$ cat config.mk
export PLATFORM = sky130hd
export DESIGN_NAME = alu_req_arbiter
export DESIGN_NICKNAME = d
export VERILOG_FILES = /design/src/rtl/alu_req_arbiter.sv
export SDC_FILE = /design/constraint.sdc
export NUM_CORES = 1
export LEC_CHECK = 0
export BUFFER_PORTS_ARGS = -buffer_cell sky130_fd_sc_hd__clkbuf_2
export CORE_MARGIN = 8
export CORE_UTILIZATION = 40
export DETAILED_ROUTE_END_ITERATION = 8
export PLACE_DENSITY = 0.79
export RECOVER_POWER = 50
export SETUP_SLACK_MARGIN = 0.05
export SYNTH_ARGS = -nofsm -noshare
export SYNTH_HDL_FRONTEND = slang
export SYNTH_SLANG_ARGS = --single-unit
export TNS_END_PERCENT = 1
$ cat constraint.sdc
create_clock -name clk -period 2.4 [get_ports clk]
set_input_delay 0.12 -clock clk [delete_from_list [all_inputs] [get_ports clk]]
set_output_delay 0.12 -clock clk [all_outputs]
set_load 0.03 [all_outputs]
$ cat src/rtl/alu_req_arbiter.sv
// alu_req_arbiter: round-robin sharing of one registered ALU between the
// execute stage (requester 0) and the address/PC unit (requester 1).
// Each accepted request is issued to the ALU for one cycle. The result is
// captured one cycle later and returned on the winner's response channel.
// Unsupported opcodes are answered with an error and never reach the ALU.
module alu_req_arbiter #(
    parameter int W   = 32,
    parameter int OPW = 5
) (
    input  logic           clk,
    input  logic           rstn,

    input  logic           req0_valid,
    output logic           req0_ready,
    input  logic [W-1:0]   req0_a,
    input  logic [W-1:0]   req0_b,
    input  logic [OPW-1:0] req0_op,

    input  logic           req1_valid,
    output logic           req1_ready,
    input  logic [W-1:0]   req1_a,
    input  logic [W-1:0]   req1_b,
    input  logic [OPW-1:0] req1_op,

    output logic           rsp0_valid,
    input  logic           rsp0_ready,
    output logic [W-1:0]   rsp0_data,
    output logic           rsp0_zero,
    output logic           rsp0_err,

    output logic           rsp1_valid,
    input  logic           rsp1_ready,
    output logic [W-1:0]   rsp1_data,
    output logic           rsp1_zero,
    output logic           rsp1_err,

    output logic [W-1:0]   alu_a,
    output logic [W-1:0]   alu_b,
    output logic [OPW-1:0] alu_op,
    input  logic [W-1:0]   alu_c,
    input  logic [7:0]     alu_zero
);

    typedef enum logic [1:0] {
        IDLE,
        ISSUE,
        WAIT,
        RESP
    } state_t;

    state_t         state_q,      state_d;
    logic           last_grant_q, last_grant_d;
    logic           gnt_q,        gnt_d;
    logic [W-1:0]   alu_a_q,      alu_a_d;
    logic [W-1:0]   alu_b_q,      alu_b_d;
    logic [OPW-1:0] alu_op_q,     alu_op_d;
    logic [1:0]     rsp_valid_q,  rsp_valid_d;
    logic [W-1:0]   data_q,       data_d;
    logic           zero_q,       zero_d;
    logic           err_q,        err_d;

    logic           grant;
    logic           accept;
    logic [W-1:0]   sel_a;
    logic [W-1:0]   sel_b;
    logic [OPW-1:0] sel_op;
    logic           sel_supported;
    logic           rsp_taken;

    // Only bit 0 of the ALU zero flag carries meaning.
    logic           unused_zero_bits;
    assign unused_zero_bits = ^alu_zero[7:1];

    // Round-robin grant selection and the combinational ready handshake.
    always_comb begin
        if (req0_valid && req1_valid) begin
            grant = ~last_grant_q;
        end else begin
            grant = req1_valid;
        end
        accept        = (state_q == IDLE) && (req0_valid || req1_valid);
        req0_ready    = accept && !grant;
        req1_ready    = accept && grant;
        sel_a         = grant ? req1_a  : req0_a;
        sel_b         = grant ? req1_b  : req0_b;
        sel_op        = grant ? req1_op : req0_op;
        sel_supported = (sel_op == OPW'(1)) || (sel_op == OPW'(2)) ||
                        (sel_op == OPW'(3));
        rsp_taken     = gnt_q ? rsp1_ready : rsp0_ready;
    end

    // Next-state and registered-output computation for the arbiter FSM.
    always_comb begin
        state_d      = state_q;
        last_grant_d = last_grant_q;
        gnt_d        = gnt_q;
        alu_a_d      = alu_a_q;
        alu_b_d      = alu_b_q;
        alu_op_d     = '0;
        rsp_valid_d  = rsp_valid_q;
        data_d       = data_q;
        zero_d       = zero_q;
        err_d        = err_q;
        unique case (state_q)
            IDLE: begin
                if (accept) begin
                    gnt_d = grant;
                    if (sel_supported) begin
                        alu_a_d  = sel_a;
                        alu_b_d  = sel_b;
                        alu_op_d = sel_op;
                        err_d    = 1'b0;
                        state_d  = ISSUE;
                    end else begin
                        // Error path: operands are not forwarded so the ALU
                        // inputs stay untouched; the response is ready next cycle.
                        data_d             = '0;
                        zero_d             = 1'b0;
                        err_d              = 1'b1;
                        rsp_valid_d[grant] = 1'b1;
                        state_d            = RESP;
                    end
                end
            end
            ISSUE: begin
                state_d = WAIT;
            end
            WAIT: begin
                data_d             = alu_c;
                zero_d             = alu_zero[0];
                rsp_valid_d[gnt_q] = 1'b1;
                state_d            = RESP;
            end
            RESP: begin
                if (rsp_taken) begin
                    rsp_valid_d  = '0;
                    last_grant_d = gnt_q;
                    state_d      = IDLE;
                end
            end
            default: begin
                state_d = IDLE;
            end
        endcase
    end

    // State and output registers; reset drops any in-flight request.
    always_ff @(posedge clk or negedge rstn) begin
        if (!rstn) begin
            state_q      <= IDLE;
            last_grant_q <= 1'b1;
            gnt_q        <= 1'b0;
            alu_a_q      <= '0;
            alu_b_q      <= '0;
            alu_op_q     <= '0;
            rsp_valid_q  <= '0;
            data_q       <= '0;
            zero_q       <= 1'b0;
            err_q        <= 1'b0;
        end else begin
            state_q      <= state_d;
            last_grant_q <= last_grant_d;
            gnt_q        <= gnt_d;
            alu_a_q      <= alu_a_d;
            alu_b_q      <= alu_b_d;
            alu_op_q     <= alu_op_d;
            rsp_valid_q  <= rsp_valid_d;
            data_q       <= data_d;
            zero_q       <= zero_d;
            err_q        <= err_d;
        end
    end

    // Response channels: only the granted channel shows the held result.
    always_comb begin
        rsp0_valid = rsp_valid_q[0];
        rsp0_data  = rsp_valid_q[0] ? data_q : '0;
        rsp0_zero  = rsp_valid_q[0] & zero_q;
        rsp0_err   = rsp_valid_q[0] & err_q;
        rsp1_valid = rsp_valid_q[1];
        rsp1_data  = rsp_valid_q[1] ? data_q : '0;
        rsp1_zero  = rsp_valid_q[1] & zero_q;
        rsp1_err   = rsp_valid_q[1] & err_q;
        alu_a      = alu_a_q;
        alu_b      = alu_b_q;
        alu_op     = alu_op_q;
    end

endmodule

**Word level (Yosys, flattened, before mapping)**

Cells that the tools add are included.

- Bits in registers: 109
- Output and inout bits: 141
- Word-level logic and storage cells: 77

- Order comparisons: 4
- Equality and inequality tests: 9
- Muxes and demuxes: 28
- Bitwise operators: 7
- Reduce and logical (&&, ||, !) cells: 19

Operators by type and width:

| cell | number |
|---|---|
| $mux 32 | 6 |
| $pmux 32 s2 | 1 |
| $mux 5 | 4 |
| $eq 5x2->1 const B | 2 |
| $mux 2 | 5 |
| $pmux 2 s4 | 1 |
| $mux 1 | 7 |
| $logic_and 1x1->1 | 6 |
| $ne 2x2->1 const B | 3 |
| $pmux 2 s3 | 1 |
| $reduce_and 2->1 | 3 |
| $reduce_and 3->1 | 2 |
| $eq 5x1->1 const B | 1 |
| $and 1x1->1 | 4 |
| $eq 2x2->1 const B | 2 |
| $lt 1x2->1 const B | 2 |
| $or 2x2->2 | 2 |
| $reduce_and 4->1 | 1 |
| $logic_or 1x1->1 | 3 |
| $reduce_bool 3->1 | 1 |
| $demux 1 s1 | 2 |
| $eq 2x1->1 const B | 1 |
| $ge 1x1->1 const B | 2 |
| $logic_not 2->1 | 1 |
| other kinds (4) | 4 |

**Logic depth before layout (Yosys ltp)**

- Word-level depth: 10
- Depth in mapped cells: 9

**Worst setup path after synthesis**

OpenSTA, ideal clock, no wires.

- Path type: reg2reg
- From: reg state_q[0]
- To: reg alu_b_q[0], in the netlist alu_b[0]
- Arrival: 1,904 ps
- Required time: 2,268 ps
- Slack: 364 ps
- Cell stages (with the launch flop): 10
- Path buffers: 2
- Cells stage by stage: dfrtp_1 -> inv_1 -> ha_1 -> or4b_4 -> nor3_4 -> o22ai_2 -> buf_6 -> buf_6 -> nand2_1 -> o21ai_1

- Cells in the longest elaborated chain, start to end: 3

Ends and longest elaborated chain:

| item | RTL line | RTL |
|---|---|---|
| start, declared | 51 | `state_t state_q, state_d;` |
| start signal, assigned | 161 | `state_q <= state_d;` |
| $logic_not 2->1 * | 81, 104 |  |
| $logic_and 1x1->1 | 81 | `accept = (state_q == IDLE) && (req0_valid \|\| req1_valid);` |
| $reduce_and 3->1 (no source line) * | -- |  |
| end signal, assigned | 165 | `alu_b_q <= alu_b_d;` |
| end, declared | 55 | `logic [W-1:0] alu_b_q, alu_b_d;` |

Mark *: on every way between the ends. The rest lies on a longest branch, timed or not.
A chain may end at the register's enable or synchronous reset.

**Worst setup path after layout**

- From: reg last_grant_q
- To: out req1_ready

- Cells in the longest elaborated chain, start to end: 3

Ends and longest elaborated chain:

| item | RTL line | RTL |
|---|---|---|
| start, declared | 52 | `logic last_grant_q, last_grant_d;` |
| start signal, assigned | 162 | `last_grant_q <= last_grant_d;` |
| $not 1->1 | 77 | `grant = ~last_grant_q;` |
| $mux 1 | 76 | `if (req0_valid && req1_valid) begin` |
| $logic_and 1x1->1 | 83 | `req1_ready = accept && grant;` |
| end, declared | 20 | `output logic req1_ready,` |

Every way passes these cells.

==> flow_summary.ini <==
[synth]
syn_inst = 553
synth_seq_cells = 109
ys_seq_area_share_pct = 49.76
yosysUniqueCellTypes = 33
synth_area_sq_um = 5484
syn_avg_cell_area_sq_um = 9.917
synth_warnings = 0

[route]
antenna_left = 0
drt-initial-drc-count = 148
vias = 4930
viasPerCell = 4.655
avgRoutedWirePerCell_um = 15.66
drcViolationCount = 0
routed_wl_mm = 16.59
drt_pass1_iterations = 4

[floorplanning]
dieArea_sq_um = 17710
pin_count = 325
initial_core_util_pct = 41.25
fp.coreArea_sq_um = 13300
dieWidth_um = 133.1
rows = 42
fp.dieH_um = 133.1

[sta]
slew_violations = 0
finalCriticalPeriod_ps = 2274
slew_headroom_pct = 37.73
fmax_mhz = 439.8
tightest_slew_ps = 934.1
finalSetupTns_ps = 0
fin_crit_sh_pct = 94.75
clock-skew-final_ps = 9.516
rsz0062_at_grt = true
hold_violations = 0
fin_ws_ps = 126.1
finalSetupViolCount = 0
hold_slack_ps = 15.03

[layout]
stdcell_count = 1059
drive_gt1_share_pct = 35.30
areaGrowthSynthToFinish_pct = 38.63
num-nets-final = 1064
final_util_pct = 57.18

[placement]
portBuffers = 317
dp.final_hpwl_mm = 13.17
place_inst = 1025
gp_congestion = 0.8584
post-place-ws_ps = -75.27

[grt]
grt_max_degree = 74
grt_usage_pct = 18.63
antenna_found_initial = 2
grt_overflow_total = 0
grt_pass1_vias = 5162
grt_pass1_wl_mm = 26.63

[setup_path]
path_class = flip-flop to output pin
critPathBufInv = 3
slowest_delay_ps = 390
cp_slowest_cell = dfstp_2
worstPathRequired_ps = 2280
cp.arrival_ps = 2150
cp-end-kind = output pin
crit_chain = a21boi_4, buf_6, buf_8, and2_1, clkbuf_2
cp-start-kind = flip-flop
r2r_slack_ps = 180
cpLargestDelayFamily = buffers and inverters
crit_fanout = 40

[power_and_ir_drop]
power_density_nw_per_um2 = 1279
p_leak_uw = 0.003977
ir_drop_v = 0.0005638

[clocking]
cts_tree = yes
cts_inserted_buffers = 9
cts_buffer_depth = 2
clk_latency_ps = 350
cts_root_buf = clkbuf_16
cts_max_level = 3
clkTransAtPathRegs_ps = 70
numClockSinks = 109

[outcome]
status = finished clean

[run]
cap_violations = 0

[min_path]
holdCritPathClass = input pin to flip-flop
[Yosys cell counts (all sizes together)]
cell	number	share of area, %
o211ai	1	0.14
nor3	1	0.30
nor4b	1	0.16
nor3b	1	0.14
and3	1	0.11
dfrtp	108	49
o21ai	99	11
a41oi	1	0.16
mux2i	68	12
a21oi	6	0.55
ha	4	0.91
a21boi	2	0.27
a31oi	1	0.11
or4b	1	0.25
conb	1	0.068
and2	69	7.9
nor2	9	0.62
nand2	65	4.4
o211a	1	0.18
inv	37	2.5
a21o	1	0.14
dfstp	1	0.48
buf	19	3.4
nand3	33	3.0
nor4	1	0.23
clkbuf	20	1.4
o22ai	1	0.23
[cell families (layout without fill, tap and decap cells)]
logic type / count (synthesis) / after routing / share of synthesized area [%]
and+or+nand+nor: 182 / 183 / 17.13
adders and majority gates: 4 / 4 / 0.9127
muxes: 68 / 68 / 12.41
other: 1 / 5 / 0.06838
buffers and inverters: 76 / 401 / 7.255
DFF: 109 / 109 / 49.76
AOI/OAI and AO/OA: 113 / 113 / 12.46
[final cells by class]
| cell class | count | area [sq um] |
|---|---|---|
| repair buffers | 348 | 1803 |
| clock buffers | 10 | 239.0 |
| well taps | 176 | 220.2 |
| fillers | 1218 | 5693 |
| multi-input cells | 371 | 2405 |
| diodes | 2 | 5.005 |
| flip-flops and latches | 109 | 2729 |
| clock inverters | 6 | 62.56 |
| inverters | 37 | 138.9 |
[worst min-delay path, delay by kind of cell]
kind | cells | cell delay [ps]
buffers and inverters | 1 | 80
AOI/OAI and AO/OA | 1 | 60
and+or+nand+nor | 1 | 60
[sequential cells by signal (all words and copies together), names as in the netlist]
register      flops
alu_a            32
alu_b            32
alu_op            5
data_q           32
err_q             1
gnt_q             1
last_grant_q      1
rsp_valid_q       2
state_q           2
zero_q            1
[routing by layer]
metal	wire length [um]	global-route usage (%)	up-vias
li1	-	-	2500
met3	1465	6.955	17
met5	0	0	-
met2	8298	32.05	205
met4	287	6.425	0
met1	6536	20.77	2208
[layout by cell type (no fill, tap or decap), types with 2 or more instances in the layout]
cell type | synthesis | final
a21oi_1 | 6 | 6
and2_1 | 69 | 69
buf_12 | 0 | 2
buf_4 | 1 | 10
clkbuf_1 | 20 | 70
clkbuf_16 | 0 | 9
clkbuf_2 | 0 | 248
clkinv_2 | 0 | 2
clkinvlp_4 | 0 | 3
conb_1 | 1 | 3
dfrtp_1 | 108 | 108
diode_2 | 0 | 2
dlygate4sd3_1 | 0 | 15
ha_1 | 4 | 4
inv_1 | 37 | 37
mux2i_1 | 68 | 68
nand2_1 | 65 | 65
nand3_1 | 33 | 33
nor2_1 | 9 | 9
o21ai_0 | 22 | 22
o21ai_1 | 53 | 53
o21ai_2 | 24 | 24
[power breakdown]
| group | leakage (uW) | internal, uW | switching [uW] | total [uW] |
|---|---|---|---|---|
| combinational | 0.00242 | 1510 | 3510 | 5020 |
| sequential | 0.00142 | 2620 | 583 | 3210 |
| clock | 0.000141 | 834 | 664 | 1500 |
| total | 0.00398 | 4960 | 4760 | 9730 |
[metrics by stage]
step                total power, uW  cell area, sq um
floorplan                      6789              5492
global placement               8265              7227
detailed placement             8393              7227
CTS                            9968              7702
global route                  10430              7602
finish                         9726              7602
[worst paths after layout]
check,startpoint,to,cells past startpoint
max,last_grant_q,req1_ready,5
min,alu_c[21],data_q[21],3
max reg2reg,state_q[1],alu_a[11],9
min reg2reg,alu_a[14],alu_a[14],2
max in group asynchronous,rstn,alu_b[18],3
min in group asynchronous,rstn,data_q[27],2
[timing repair]
item / 4_1_cts / 5_1_grt
gates cloned: 1 / 0
setup buffers: 0 / 0
hold endpoints to repair: 86 / 0
resized for setup: 3 / 0
setup endpoints to repair: 26 / 43
pin swaps: 1 / 2
hold buffers: 15 / 0
Power figures use the tool's default switching activity.
